**src/rtl/alu16_defs_pkg.sv**
```systemverilog
// Shared ALU16 definitions: opcode constants, ALU op encodings and the decoded control word.
package alu16_defs;

   localparam int unsigned OPCODE_W = 4;
   localparam int unsigned OP_W     = 2;
   localparam int unsigned CNT_W    = 8;

   localparam logic [OPCODE_W-1:0] OPC_ADD  = 4'h0;
   localparam logic [OPCODE_W-1:0] OPC_SUB  = 4'h1;
   localparam logic [OPCODE_W-1:0] OPC_AND  = 4'h2;
   localparam logic [OPCODE_W-1:0] OPC_OR   = 4'h3;
   localparam logic [OPCODE_W-1:0] OPC_NOR  = 4'h4;
   localparam logic [OPCODE_W-1:0] OPC_SLT  = 4'h5;
   localparam logic [OPCODE_W-1:0] OPC_ADDI = 4'h6;
   localparam logic [OPCODE_W-1:0] OPC_SLTI = 4'h7;

   typedef enum logic [OP_W-1:0] {
      OP_AND = 2'b00,
      OP_OR  = 2'b01,
      OP_ADD = 2'b10,
      OP_SLT = 2'b11
   } alu_op_e;

   typedef struct packed {
      logic    a_invert;
      logic    b_negate;
      alu_op_e op;
      logic    use_imm;
      logic    illegal;
   } alu_ctrl_t;

endpackage

```
**src/rtl/alu_issue_stage_if.sv**
```systemverilog
// Upstream issue and downstream ALU operand handshake bundle for the issue stage.
interface alu_issue_stage_if #(
   parameter int unsigned DATA_W  = 16,
   parameter int unsigned RADDR_W = 3,
   parameter int unsigned IMM_W   = 8
);
   import alu16_defs::*;

   logic                InValid;
   logic                InReady;
   logic [OPCODE_W-1:0] Opcode;
   logic [DATA_W-1:0]   RsData;
   logic [DATA_W-1:0]   RtData;
   logic [IMM_W-1:0]    Imm;
   logic [RADDR_W-1:0]  RdAddr;

   logic                OutValid;
   logic                OutReady;
   logic [DATA_W-1:0]   A;
   logic [DATA_W-1:0]   B;
   logic                AInvert;
   logic                BNegate;
   logic [OP_W-1:0]     Op;
   logic [RADDR_W-1:0]  RdAddrOut;
   logic [CNT_W-1:0]    IllegalCount;

   // Issuer / consumer side
   modport master (
      output InValid, Opcode, RsData, RtData, Imm, RdAddr, OutReady,
      input  InReady, OutValid, A, B, AInvert, BNegate, Op, RdAddrOut, IllegalCount
   );

   // Issue stage side
   modport slave (
      input  InValid, Opcode, RsData, RtData, Imm, RdAddr, OutReady,
      output InReady, OutValid, A, B, AInvert, BNegate, Op, RdAddrOut, IllegalCount
   );

endinterface

```
**src/rtl/alu_ctrl_decode.sv**
```systemverilog
// Combinational opcode decoder producing ALU16 control bits and operand selection.
module alu_ctrl_decode
   import alu16_defs::*;
(
   input  logic [OPCODE_W-1:0] opcode,
   output alu_ctrl_t           ctrl_c
);

   always_comb begin
      ctrl_c          = '0;
      ctrl_c.op       = OP_ADD;
      ctrl_c.illegal  = 1'b0;
      unique case (opcode)
         OPC_ADD:  ctrl_c.op = OP_ADD;
         OPC_SUB:  begin ctrl_c.b_negate = 1'b1; ctrl_c.op = OP_ADD; end
         OPC_AND:  ctrl_c.op = OP_AND;
         OPC_OR:   ctrl_c.op = OP_OR;
         OPC_NOR:  begin ctrl_c.a_invert = 1'b1; ctrl_c.b_negate = 1'b1; ctrl_c.op = OP_AND; end
         OPC_SLT:  begin ctrl_c.b_negate = 1'b1; ctrl_c.op = OP_SLT; end
         OPC_ADDI: begin ctrl_c.use_imm = 1'b1; ctrl_c.op = OP_ADD; end
         OPC_SLTI: begin ctrl_c.use_imm = 1'b1; ctrl_c.b_negate = 1'b1; ctrl_c.op = OP_SLT; end
         default:  ctrl_c.illegal = 1'b1;
      endcase
   end

endmodule

```
**src/rtl/alu_issue_stage.sv**
```systemverilog
// ALU issue stage: decodes instructions and holds them in a 2-entry skid buffer
// (output register + skid register) ahead of the ALU16 datapath.
module alu_issue_stage
   import alu16_defs::*;
#(
   parameter int unsigned DATA_W  = 16,
   parameter int unsigned RADDR_W = 3,
   parameter int unsigned IMM_W   = 8
) (
   input  logic             Clock,
   input  logic             Reset,
   alu_issue_stage_if.slave bus
);

   typedef struct packed {
      logic [DATA_W-1:0]  a;
      logic [DATA_W-1:0]  b;
      logic               a_invert;
      logic               b_negate;
      logic [OP_W-1:0]    op;
      logic [RADDR_W-1:0] rd;
   } entry_t;

   alu_ctrl_t        dec_c;
   entry_t           in_entry_c;
   logic             accept_c, push_c, pop_c;

   entry_t           out_q, out_d;
   entry_t           skid_q, skid_d;
   logic             out_valid_q, out_valid_d;
   logic             skid_valid_q, skid_valid_d;
   logic             in_ready_q, in_ready_d;
   logic [CNT_W-1:0] ill_cnt_q, ill_cnt_d;

   alu_ctrl_decode u_decode (
      .opcode (bus.Opcode),
      .ctrl_c (dec_c)
   );

   // Operand/control payload for the instruction currently offered upstream
   always_comb begin
      in_entry_c          = '0;
      in_entry_c.a        = bus.RsData;
      in_entry_c.b        = dec_c.use_imm ? DATA_W'($signed(bus.Imm)) : bus.RtData;
      in_entry_c.a_invert = dec_c.a_invert;
      in_entry_c.b_negate = dec_c.b_negate;
      in_entry_c.op       = OP_W'(dec_c.op);
      in_entry_c.rd       = bus.RdAddr;
   end

   assign accept_c = bus.InValid & in_ready_q;
   assign push_c   = accept_c & ~dec_c.illegal;
   assign pop_c    = out_valid_q & bus.OutReady;

   // Skid buffer steering; illegal opcodes are consumed without taking an entry
   always_comb begin
      out_d        = out_q;
      skid_d       = skid_q;
      out_valid_d  = out_valid_q;
      skid_valid_d = skid_valid_q;
      ill_cnt_d    = ill_cnt_q;

      if (!out_valid_q || pop_c) begin
         if (skid_valid_q) begin
            out_d        = skid_q;
            out_valid_d  = 1'b1;
            skid_d       = '0;
            skid_valid_d = 1'b0;
         end else if (push_c) begin
            out_d       = in_entry_c;
            out_valid_d = 1'b1;
         end else begin
            out_d       = '0;
            out_valid_d = 1'b0;
         end
      end else if (push_c) begin
         skid_d       = in_entry_c;
         skid_valid_d = 1'b1;
      end

      in_ready_d = ~skid_valid_d;

      if (accept_c && dec_c.illegal && (ill_cnt_q != {CNT_W{1'b1}})) begin
         ill_cnt_d = ill_cnt_q + CNT_W'(1);
      end
   end

   always_ff @(posedge Clock) begin
      if (Reset) begin
         out_q        <= '0;
         skid_q       <= '0;
         out_valid_q  <= 1'b0;
         skid_valid_q <= 1'b0;
         in_ready_q   <= 1'b0;
         ill_cnt_q    <= '0;
      end else begin
         out_q        <= out_d;
         skid_q       <= skid_d;
         out_valid_q  <= out_valid_d;
         skid_valid_q <= skid_valid_d;
         in_ready_q   <= in_ready_d;
         ill_cnt_q    <= ill_cnt_d;
      end
   end

   assign bus.InReady      = in_ready_q;
   assign bus.OutValid     = out_valid_q;
   assign bus.A            = out_q.a;
   assign bus.B            = out_q.b;
   assign bus.AInvert      = out_q.a_invert;
   assign bus.BNegate      = out_q.b_negate;
   assign bus.Op           = out_q.op;
   assign bus.RdAddrOut    = out_q.rd;
   assign bus.IllegalCount = ill_cnt_q;

endmodule

```
**src/flat_wrapper.sv**
```systemverilog
// flat-port wrapper written by rule: the top's interface ports become plain ports
module alu_issue_stage_flat import alu16_defs::*;
#(
   parameter int unsigned DATA_W  = 16,
   parameter int unsigned RADDR_W = 3,
   parameter int unsigned IMM_W   = 8
)
  (Clock, Reset, bus_InValid, bus_Opcode, bus_RsData, bus_RtData, bus_Imm, bus_RdAddr, bus_OutReady, bus_InReady, bus_OutValid, bus_A, bus_B, bus_AInvert, bus_BNegate, bus_Op, bus_RdAddrOut, bus_IllegalCount);
  alu_issue_stage_if #(.DATA_W(DATA_W), .RADDR_W(RADDR_W), .IMM_W(IMM_W)) bus_i ();
  input  logic Clock;
  input  logic Reset;
  input wire logic [$bits(bus_i.InValid)-1:0] bus_InValid;
  input wire logic [$bits(bus_i.Opcode)-1:0] bus_Opcode;
  input wire logic [$bits(bus_i.RsData)-1:0] bus_RsData;
  input wire logic [$bits(bus_i.RtData)-1:0] bus_RtData;
  input wire logic [$bits(bus_i.Imm)-1:0] bus_Imm;
  input wire logic [$bits(bus_i.RdAddr)-1:0] bus_RdAddr;
  input wire logic [$bits(bus_i.OutReady)-1:0] bus_OutReady;
  output wire logic [$bits(bus_i.InReady)-1:0] bus_InReady;
  output wire logic [$bits(bus_i.OutValid)-1:0] bus_OutValid;
  output wire logic [$bits(bus_i.A)-1:0] bus_A;
  output wire logic [$bits(bus_i.B)-1:0] bus_B;
  output wire logic [$bits(bus_i.AInvert)-1:0] bus_AInvert;
  output wire logic [$bits(bus_i.BNegate)-1:0] bus_BNegate;
  output wire logic [$bits(bus_i.Op)-1:0] bus_Op;
  output wire logic [$bits(bus_i.RdAddrOut)-1:0] bus_RdAddrOut;
  output wire logic [$bits(bus_i.IllegalCount)-1:0] bus_IllegalCount;
  assign bus_i.InValid = bus_InValid;
  assign bus_i.Opcode = bus_Opcode;
  assign bus_i.RsData = bus_RsData;
  assign bus_i.RtData = bus_RtData;
  assign bus_i.Imm = bus_Imm;
  assign bus_i.RdAddr = bus_RdAddr;
  assign bus_i.OutReady = bus_OutReady;
  assign bus_InReady = bus_i.InReady;
  assign bus_OutValid = bus_i.OutValid;
  assign bus_A = bus_i.A;
  assign bus_B = bus_i.B;
  assign bus_AInvert = bus_i.AInvert;
  assign bus_BNegate = bus_i.BNegate;
  assign bus_Op = bus_i.Op;
  assign bus_RdAddrOut = bus_i.RdAddrOut;
  assign bus_IllegalCount = bus_i.IllegalCount;
  alu_issue_stage #(.DATA_W(DATA_W), .RADDR_W(RADDR_W), .IMM_W(IMM_W)) u_core (.Clock(Clock), .Reset(Reset), .bus(bus_i));
endmodule
```
**config.mk**
```make
export PLATFORM = sky130hd
export DESIGN_NAME = alu_issue_stage_flat
export DESIGN_NICKNAME = d
export VERILOG_FILES = /design/src/rtl/alu16_defs_pkg.sv /design/src/rtl/alu_issue_stage_if.sv /design/src/rtl/alu_ctrl_decode.sv /design/src/rtl/alu_issue_stage.sv /design/src/flat_wrapper.sv
export SDC_FILE = /design/constraint.sdc
export NUM_CORES = 1
export LEC_CHECK = 0
export BUFFER_PORTS_ARGS = -buffer_cell sky130_fd_sc_hd__buf_2
export CORE_ASPECT_RATIO = 0.7
export CORE_UTILIZATION = 40
export CTS_BUF_LIST = sky130_fd_sc_hd__clkbuf_16
export DETAILED_ROUTE_END_ITERATION = 6
export PLACE_DENSITY_LB_ADDON = 0.05
export SLEW_MARGIN = 10
export SYNTH_ARGS = -nofsm -noshare
export SYNTH_HDL_FRONTEND = slang
export SYNTH_SLANG_ARGS = --single-unit
```
**constraint.sdc**
```tcl
create_clock -name Clock -period 1.7 [get_ports Clock]
set_clock_uncertainty 0.05 [all_clocks]
set_input_delay 0.34 -clock Clock [delete_from_list [all_inputs] [get_ports Clock]]
set_output_delay 0.34 -clock Clock [all_outputs]
set_load 0.05 [all_outputs]
```
# Word-level counts from Yosys, hierarchy flattened
# Index checks and enable logic that the tools add are counted.
[word_totals]
ff_bits = 89
input_bits = 51
out_inout_bits = 49
word_cells = 57
[classes]
add_sub_neg = 1
n_eq_ne = 9
n_mux = 15
bitwise_logic = 4
n_reduce_logical = 12
[op_table]
columns = ["operator", "n"]
rows = [
  ["2-to-1 mux 39 bit", 5],
  ["equality test 4 x 3 -> 1 bit, second input constant", 4],
  ["2-to-1 mux 16 bit", 1],
  ["adder 8 x 1 -> 8 bit, second input constant", 1],
  ["equality test 4 x 2 -> 1 bit, second input constant", 2],
  ["2-to-1 mux 1 bit", 8],
  ["!= test 8 bit, second input constant", 1],
  ["OR reduction 8 bit", 1],
  ["case mux 2 bit (3 select lines)", 1],
  ["OR reduction 2 bit", 3],
  ["equality test 4 x 1 -> 1 bit, second input constant", 1],
  ["zero test 4 bit", 1],
  ["OR reduction 4 bit", 1],
  ["bitwise AND 1 bit", 3],
  ["logical AND 1 bit", 2],
  ["!= test 2 x 1 -> 1 bit, second input constant", 1],
  ["AND reduction 2 bit", 1],
  ["nonzero test 2 bit", 1],
  ["zero test 1 bit", 1],
  ["logical OR 1 bit", 1],
  ["NOT 1 bit", 1],
]

# Depth between registers and ports, before layout
# Gate-level depths: netlist of run 1.
[depth]
depth_word = 6
ltp_mapped = 7
mapped_depth_nobuf = 5

# Cells and area by module
# Synthesis of run 1 repeated with hierarchy kept, for this count alone.
[hier_totals]
cells_unflattened = 462
hier_area_um2 = 3996.3
[by_module_without_submodules]
columns = ["module", "n_inst", "cells_per_inst", "area_each_um2", "seq_area_each_um2"]
rows = [
  ["alu_issue_stage", 1, 452, 3920.0, 1781.7],
  ["alu_ctrl_decode", 1, 10, 76.3, 0.0],
]

# Least setup slack after synthesis of run 1
# Ideal clock, no wire load.
[synth_path]
kind = "register -> register"
startpoint = "register u_core.ill_cnt_q[0] (netlist: u_core.bus.IllegalCount[0])"
endpoint = "register u_core.ill_cnt_q[1] (netlist: u_core.bus.IllegalCount[1])"
setup_ns = 0.128
t_arrival_ns = 1.637
required_ns = 1.522
slack_ns = -0.115
stages_incl_launch_ff = 6
path_buffers = 0
period_less_slack_ns = 1.815
cell_sequence = "dfxtp_1 > ha_1 > and4_1 > a41o_1 > mux2i_1 > nor2_1"
[synth_via]
elab_chain_len = 2
elab_cells_between_ends = 3
classes_between = "add/sub: 1; eq/ne: 1; reduce/logical: 1"
[synth_rtl]
columns = ["element", "line", "rtl"]
rows = [
  ["start: declaration", "alu_issue_stage.sv:33", "logic [CNT_W-1:0] ill_cnt_q, ill_cnt_d;"],
  ["start signal: assignment", "alu_issue_stage.sv:102", "ill_cnt_q <= ill_cnt_d;"],
  ["parallel branches: the longest is 2 deep, another holds adder 8 x 1 -> 8 bit", "n/a", ""],
]
# Several ways; the timed one is not identified.
# A chain may end at the register's enable or synchronous reset.

# Worst setup path in the final report of run 1
[layout_path]
startpoint = "register u_core.ill_cnt_q[3] (netlist: u_core.bus.IllegalCount[3])"
endpoint = "output bus_IllegalCount[3]"
[layout_lines]
columns = ["element", "line", "rtl"]
rows = [
  ["end: declaration", "flat_wrapper.sv:27", "output wire logic [$bits(bus_i.IllegalCount)-1:0] bus_IllegalCount;"],
]
# No word-level cell between the ends.

==> reports/qor.yml, run 1 <==
drt:
  antenna_left: 0
  vias_per_cell: 5.651
  postRouteWirelength_um: 10800
  drc: 0
  drtIter0Drc: 277
  firstDrtPassIters: 5
  vias: 3792
  wire_per_inst_um: 16.09
power:
  leakage_uw: 0.001895
  irDropWorstVdd_uv: 620.5
  powerDensity_nw_per_um2: 904.0
global_routing:
  grt_max_degree: 39
  overflow: 0
  grt_pass1_vias: 3479
  grt_antenna_before_repair: 0
  grt_pass1_wl_um: 17390
  track_usage: 0.2221
die:
  start_util: 0.4161
  row_count: 29
  ioPinCount: 100
  fp.dieH_um: 83.76
  core_um2: 9180
  dieWidth_um: 118.8
  dieArea_um2: 9951
cts:
  clkSinkCount: 89
  ctsHoldBuffers: 0
  cts_inserted_buffers: 9
  cts.path.max_buffers: 2
  post-cts-setup-buffer-count: 0
  clk_pin_slew_ns: 0.06
  clock_latency_ns: 0.34
  root_buffer: "clkbuf_16"
  cts_tree: "built"
  htree_levels: 3
synth:
  ys_seq_area_frac: 0.4664
  synthAdderAreaFrac: 0.003275
  ys_ff_latch: 89
  synth_xor_area_frac: 0.004586
  synth_compound_area_frac: 0.2450
  synth_mux_area_frac: 0.002620
  synth.largest_area_cell: "dfxtp_1"
  synth.distinct_cells: 39
  synth_top_area_frac: 0.4664
  synth_top_family_by_area: "compound AO/OA/AOI/OAI gates"
  syn_area_um2: 3820
  synth_area_leaders: "dfxtp_1, a21oi_1, nand3_1, a221oi_1, nor2_1"
  syn_area_per_cell_um2: 8.322
  ys_warn_count: 0
  synth-simple-area-share: 0.2093
  postSynthCellCount: 459
  syn_nets: 511
run:
  maxCapViolCount: 0
timing:
  timing.hold.ws_ns: 0.2001
  setup_slack_ns: 0.1263
  period_needed_ns: 1.574
  rsz0062_at_grt: "no"
  tightest_slew_ns: 0.4174
  post-route-period-util: 0.9257
  hold_viol_final: 0
  fin_setup_tns_ns: 0
  maxSlewHeadroom: 0.7218
  drv_slew: 0
  finalSetupViolations: 0
  fmax_ghz: 0.6354
cells_and_area:
  multiInputGateArea_um2: 1799
  fin_cells: 671
  final_layout_size_suffix_gt1_frac: 0.2633
  layout_common_cells: "buf_2, dfxtp_1, a21oi_1"
  nFillCells: 890
  nNetsFinal: 595
  seqCellArea_um2: 1787
  antenna_cells: 0
  synthToLayoutAreaGrowth_pct: 25.22
  final_common_cell: "buf_2"
worst_setup_path:
  crit_required_ns: 1.31
  path_class: "flop to primary output"
  start_kind: "flop"
  crit_fanout: 6
  worst_setup_path_end_kind: "primary output"
  crit_arrival_ns: 1.18
placed_design:
  dp_cells: 656
  portBuffers: 99
  gp_congestion: 0.7463
  pre_cts_slack_ns: 0.02786
  dpl.hpwl_um: 6925
outcome:
  outcome: "finished clean"
worst_hold_path:
  hold_class: "primary input to flop"
==> Yosys cell counts <==
library cell / n
dfxtp_1: 89
a21oi_1: 75
nand3_1: 49
nor2_1: 48
nand2_1: 34
nor3_1: 25
a221oi_1: 21
clkbuf_1: 20
a211oi_1: 19
buf_2: 17
a311oi_1: 16
buf_4: 7
a31oi_1: 3
buf_6: 3
nand4_1: 3
a41oi_1: 2
inv_1: 2
nor3_2: 2
nor4_1: 2
o211ai_1: 2
o21bai_1: 2
a2111oi_0: 1
a32oi_1: 1
a41o_1: 1
and3_1: 1
and3b_1: 1
and4_1: 1
buf_1: 1
clkbuf_2: 1
ha_1: 1
mux2i_1: 1
nand2_2: 1
nand2b_1: 1
nand3_2: 1
nor2b_1: 1
nor3b_1: 1
nor4bb_1: 1
xnor2_1: 1
xor2_1: 1
==> registers in the layout (all words and copies together), names as in the netlist <==
name and count:
u_core.skid_q 39, u_core.bus.A 16, u_core.bus.B 16, u_core.bus.IllegalCount 8, u_core.bus.RdAddrOut 3, u_core.bus.Op 2, u_core.bus.AInvert 1, u_core.bus.BNegate 1
u_core.bus.InReady 1, u_core.bus.OutValid 1, u_core.skid_valid_q 1
==> worst max-delay path, cell delays in order (launching register included) <==
cell	delay [ns]
dfxtp_1	0.41
buf_4	0.18
buf_2	0.26
==> timing repair <==
action / 4_1_cts / 5_1_grt
setup endpoints to repair: 0 / 1
resized for setup: 0 / 1
hold endpoints to repair: 0 / 0
==> per-layer routing <==
metal | global-route usage | routed length, µm | up-vias
met3 | 0.06626 | 804 | 9
met1 | 0.2997 | 5100 | 1774
met2 | 0.3397 | 4788 | 146
met5 | 0 | 0 | -
met4 | 0.07135 | 105 | 0
li1 | - | - | 1863
==> report_power, final <==
part	switching (µW)	internal, µW	total, µW
clock network	781	961	1740
logic	296	144	440
registers	20.7	2120	2140
==> cells by family (layout without fill, tap and decap cells) <==
kind of cell,after synthesis,after routing
compound gates,143,143
xor+xnor,2,2
fa+ha+maj,1,1
buf+inv,51,139
flops,89,89
mux,1,1
simple gates,172,172
==> worst paths after layout <==
| path | slack, ns | end | start | cells past startpoint |
|---|---|---|---|---|
| worst max-delay path | 0.13 | bus_IllegalCount[3] | u_core.bus.IllegalCount[3]$_SDFFE_PP0P_ | 2 |
| worst min-delay path | 0.20 | u_core.skid_q[2]$_SDFFE_PP0P_ | bus_RdAddr[2] | 3 |
| worst max register to register | 0.14 | u_core.bus.B[5]$_SDFFE_PP0N_ | u_core.bus.InReady$_SDFF_PP0_ | 5 |
| worst min register to register | 0.42 | u_core.skid_q[2]$_SDFFE_PP0P_ | u_core.skid_q[2]$_SDFFE_PP0P_ | 2 |
==> layout make-up <==
| cell class | count | area share |
|---|---|---|
| multi-input cells | 319 | 0.3761 |
| flip-flops and latches | 89 | 0.3735 |
| repair buffers | 122 | 0.1632 |
| clock buffers | 9 | 0.04708 |
| well taps | 124 | 0.03244 |
| clock inverters | 6 | 0.006016 |
| inverters | 2 | 0.001569 |
==> through the flow <==
step	util	total power, µW	instance area, µm²
after floorplan	-	2455	3824
after global placement	0.4933	2626	4528
after detailed placement	0.4933	2630	4528
after CTS	0.5209	4369	4782
after global routing	0.5211	4486	4783
final	0.5211	4324	4783
No activity file was read; power rests on OpenSTA's default activity.
==> run 2: changes to the inputs <==
--- a/config.mk
+++ b/config.mk
@@ -14,4 +14,5 @@
 export SLEW_MARGIN = 10
 export SYNTH_ARGS = -nofsm -noshare
 export SYNTH_HDL_FRONTEND = slang
+export SYNTH_HIERARCHICAL = 1
 export SYNTH_SLANG_ARGS = --single-unit
==> reports/qor.yml, run 2 <==
outcome:
  outcome: "finished clean"
die:
  row_count: 30  # +3.4%
  core_um2: 9684  # +5.5%
  dieArea_um2: 10400  # +4.5%
  fp.dieH_um: 85.63  # +2.2%
  start_util: 0.4127  # -0.003449
  ioPinCount: 100  # unchanged
  dieWidth_um: 121.5  # +2.2%
power:
  finalPower_uw: 4499  # +4.0%
  combPwrFrac: 0.106  # +0.004
  swShare: 0.2455  # -0.008371
  switching_power_uw: 1104  # +0.60%
  leakage_uw: 0.002011  # +6.1%
  p_seq_frac: 0.475  # -0.020
  irDropWorstVdd_uv: 527.8  # -15%
  internal_power_uw: 3394  # +5.2%
  pwr-share-clk: 0.419  # +0.016
  powerDensity_nw_per_um2: 905.7  # +0.18%
synth:
  ys_seq_area_frac: 0.4458  # -0.02059
  synth_area_leaders: "dfxtp_1, nor2_1, nor3_1, a221oi_1, mux2i_1"
  ys_warn_count: 6  # +6
  synth.distinct_cells: 36  # -7.7%
  synth.largest_area_cell: "dfxtp_1"
  syn_area_per_cell_um2: 8.650  # +3.9%
  ys_ff_latch: 89  # unchanged
  synth-main-ff-cell: "dfxtp_1"
  synthArstFlopShare: 0  # unchanged
  synth.top_cells.by_count: "dfxtp_1, nor2_1, nor3_1"
  postSynthCellCount: 462  # +0.65%
  syn_area_um2: 3996  # +4.6%
  synth.most_common_cell: "dfxtp_1"
  synth-edff-count: 0  # unchanged
  syn_nets: 514  # +0.59%
  synth_top_area_frac: 0.4458  # -0.02059
global_routing:
  grt_pass1_wl_um: 17510  # +0.68%
  track_usage: 0.2126  # -0.009541
  grt_antenna_before_repair: 0  # unchanged
  grt_max_degree: 90  # +130%
  overflow: 0  # unchanged
  grt_pass1_vias: 3584  # +3.0%
cells_and_area:
  largest_reg_flops: 39  # unchanged
  antenna_cells: 0  # unchanged
  final_common_cell: "buf_2"
  final_layout_size_suffix_gt1_frac: 0.3159  # +0.05263
  regMostFlops: "u_core/skid_q"
  layout_common_cells: "buf_2, dfxtp_1, nor2_1"
  nNetsFinal: 602  # +1.2%
  synthToLayoutAreaGrowth_pct: 24.30
run:
  maxCapViolCount: 0  # unchanged
cts:
  clkSinkCount: 89  # unchanged
  ctsHoldBuffers: 0  # unchanged
  clock_latency_ns: 0.33  # about the same
  clk_pin_slew_ns: 0.06  # about the same
  htree_levels: 3  # unchanged
  cts_inserted_buffers: 9  # unchanged
  cts.path.max_buffers: 2  # unchanged
  cts_tree: "built"
  root_buffer: "clkbuf_16"
placed_design:
  gp_congestion: 0.7242  # -3.0%
  portBuffers: 99  # unchanged
  dpl.hpwl_um: 7054  # +1.9%
drt:
  antenna_left: 0  # unchanged
  postRouteWirelength_um: 10700  # -0.90%
  wire_per_inst_um: 15.69  # -2.5%
  drc: 0  # unchanged
  firstDrtPassIters: 7  # +2
  vias_per_cell: 5.535  # -2.1%
  drtIter0Drc: 229  # -17%
  vias: 3775  # -0.45%
timing:
  finalSetupViolations: 0  # unchanged
  fin_setup_tns_ns: 0  # unchanged
  hold_viol_final: 0  # unchanged
  period_needed_ns: 1.522  # -0.05204 ns
  tightest_slew_ns: 0.4263  # +0.008962 ns
  post-route-period-util: 0.8951  # -0.03061
  timing.hold.ws_ns: 0.2073  # +0.007163 ns
  fmax_ghz: 0.6572  # +3.4%
  maxSlewHeadroom: 0.7158  # -0.005975
  rsz0062_at_grt: "no"
  drv_slew: 0  # unchanged
worst_setup_path:
  crit_family: "flip-flops"
  crit_arrival_ns: 1.13  # -0.05 ns
  cp_slowest_cell: "dfxtp_1"
  crit_chain: "buf_2"
  worst_setup_path_end_kind: "primary output"
  max_stage_delay_ns: 0.47  # +0.06 ns
  path_class: "flop to primary output"
  crit_fanout: 9  # +3
  cp_num_buf_inv: 1  # -1
  crit_required_ns: 1.31  # about the same
  start_kind: "flop"
worst_hold_path:
  hold_class: "primary input to flop"
## run 2: cell types whose count changed after synthesis, sizes merged, moves of 16 or more
cell and delta:
nor2 +36, a311oi -16, mux2i +17, nand3 -25, a21oi -47, nor3 +34
## run 2: kinds of logic (layout without fill, tap and decap cells)
kind of cell,count (synthesis),in the layout,synth area share
AOI/OAI and AO/OA,89,89,0.1641
xor gates and xnor gates,1,1,0.002192
adders and majority gates,1,1,0.003130
buffers and inverters,46,138,0.06355
DFF,89,89,0.4458
muxes,18,18,0.04508
and+or+nand+nor,218,218,0.2761
## run 2: power groups by stage
stage	clock network [µW]	logic, µW	registers [µW]
after floorplan	0	202	2290
after global placement	0	477	2180
after detailed placement	0	479	2180
after CTS	1930	480	2140
after global routing	2020	517	2140
final	1880	479	2140
## run 2: cell type report
class	instances	area, µm²
fillers	952	4717
flip-flops and latches	89	1785
multi-input cells	327	1967
clock inverters	6	51.30
repair buffers	123	778.2
well taps	128	160.2
clock buffers	9	225.2
## run 2: final timing paths
kind	depth (start not counted)	end	startpoint	slack [ns]
min reg2reg	2	u_core/skid_q[1]$_SDFFE_PP0P_	u_core/skid_q[1]$_SDFFE_PP0P_	0.42
min	3	u_core/skid_q[32]$_SDFFE_PP0P_	bus_RsData[9]	0.21
max	1	bus_IllegalCount[3]	u_core/bus.IllegalCount[3]$_SDFFE_PP0P_	0.18
max reg2reg	5	u_core/bus.Op[1]$_SDFFE_PP0P_	u_core/bus.InReady$_SDFF_PP0_	0.25
## run 2: what timing repair did
action                                  in CTS  in global routing
endpoints found under the setup margin       0                  1
resized for setup                            0                  1
setup buffers                                0                  0
## run 2: layer usage
layer / up-vias / track usage / wire [µm]
met5: - / 0 / 0
met4: 0 / 0.06622 / 155
met3: 13 / 0.04322 / 565
met2: 101 / 0.3223 / 4580
met1: 1822 / 0.3021 / 5400
li1: 1839 / - / -
## run 2: stage by stage
stage	instances	cell area (µm²)	util	worst slack (ns)
after detailed placement	667	4691	0.4844	0.002423
after floorplan	462	3999	-	0.02276
final	682	4967	0.5129	0.1783
after global placement	667	4691	0.4844	0.02726
after global routing	682	4967	0.5129	0.08162
after CTS	682	4967	0.5129	0.1529
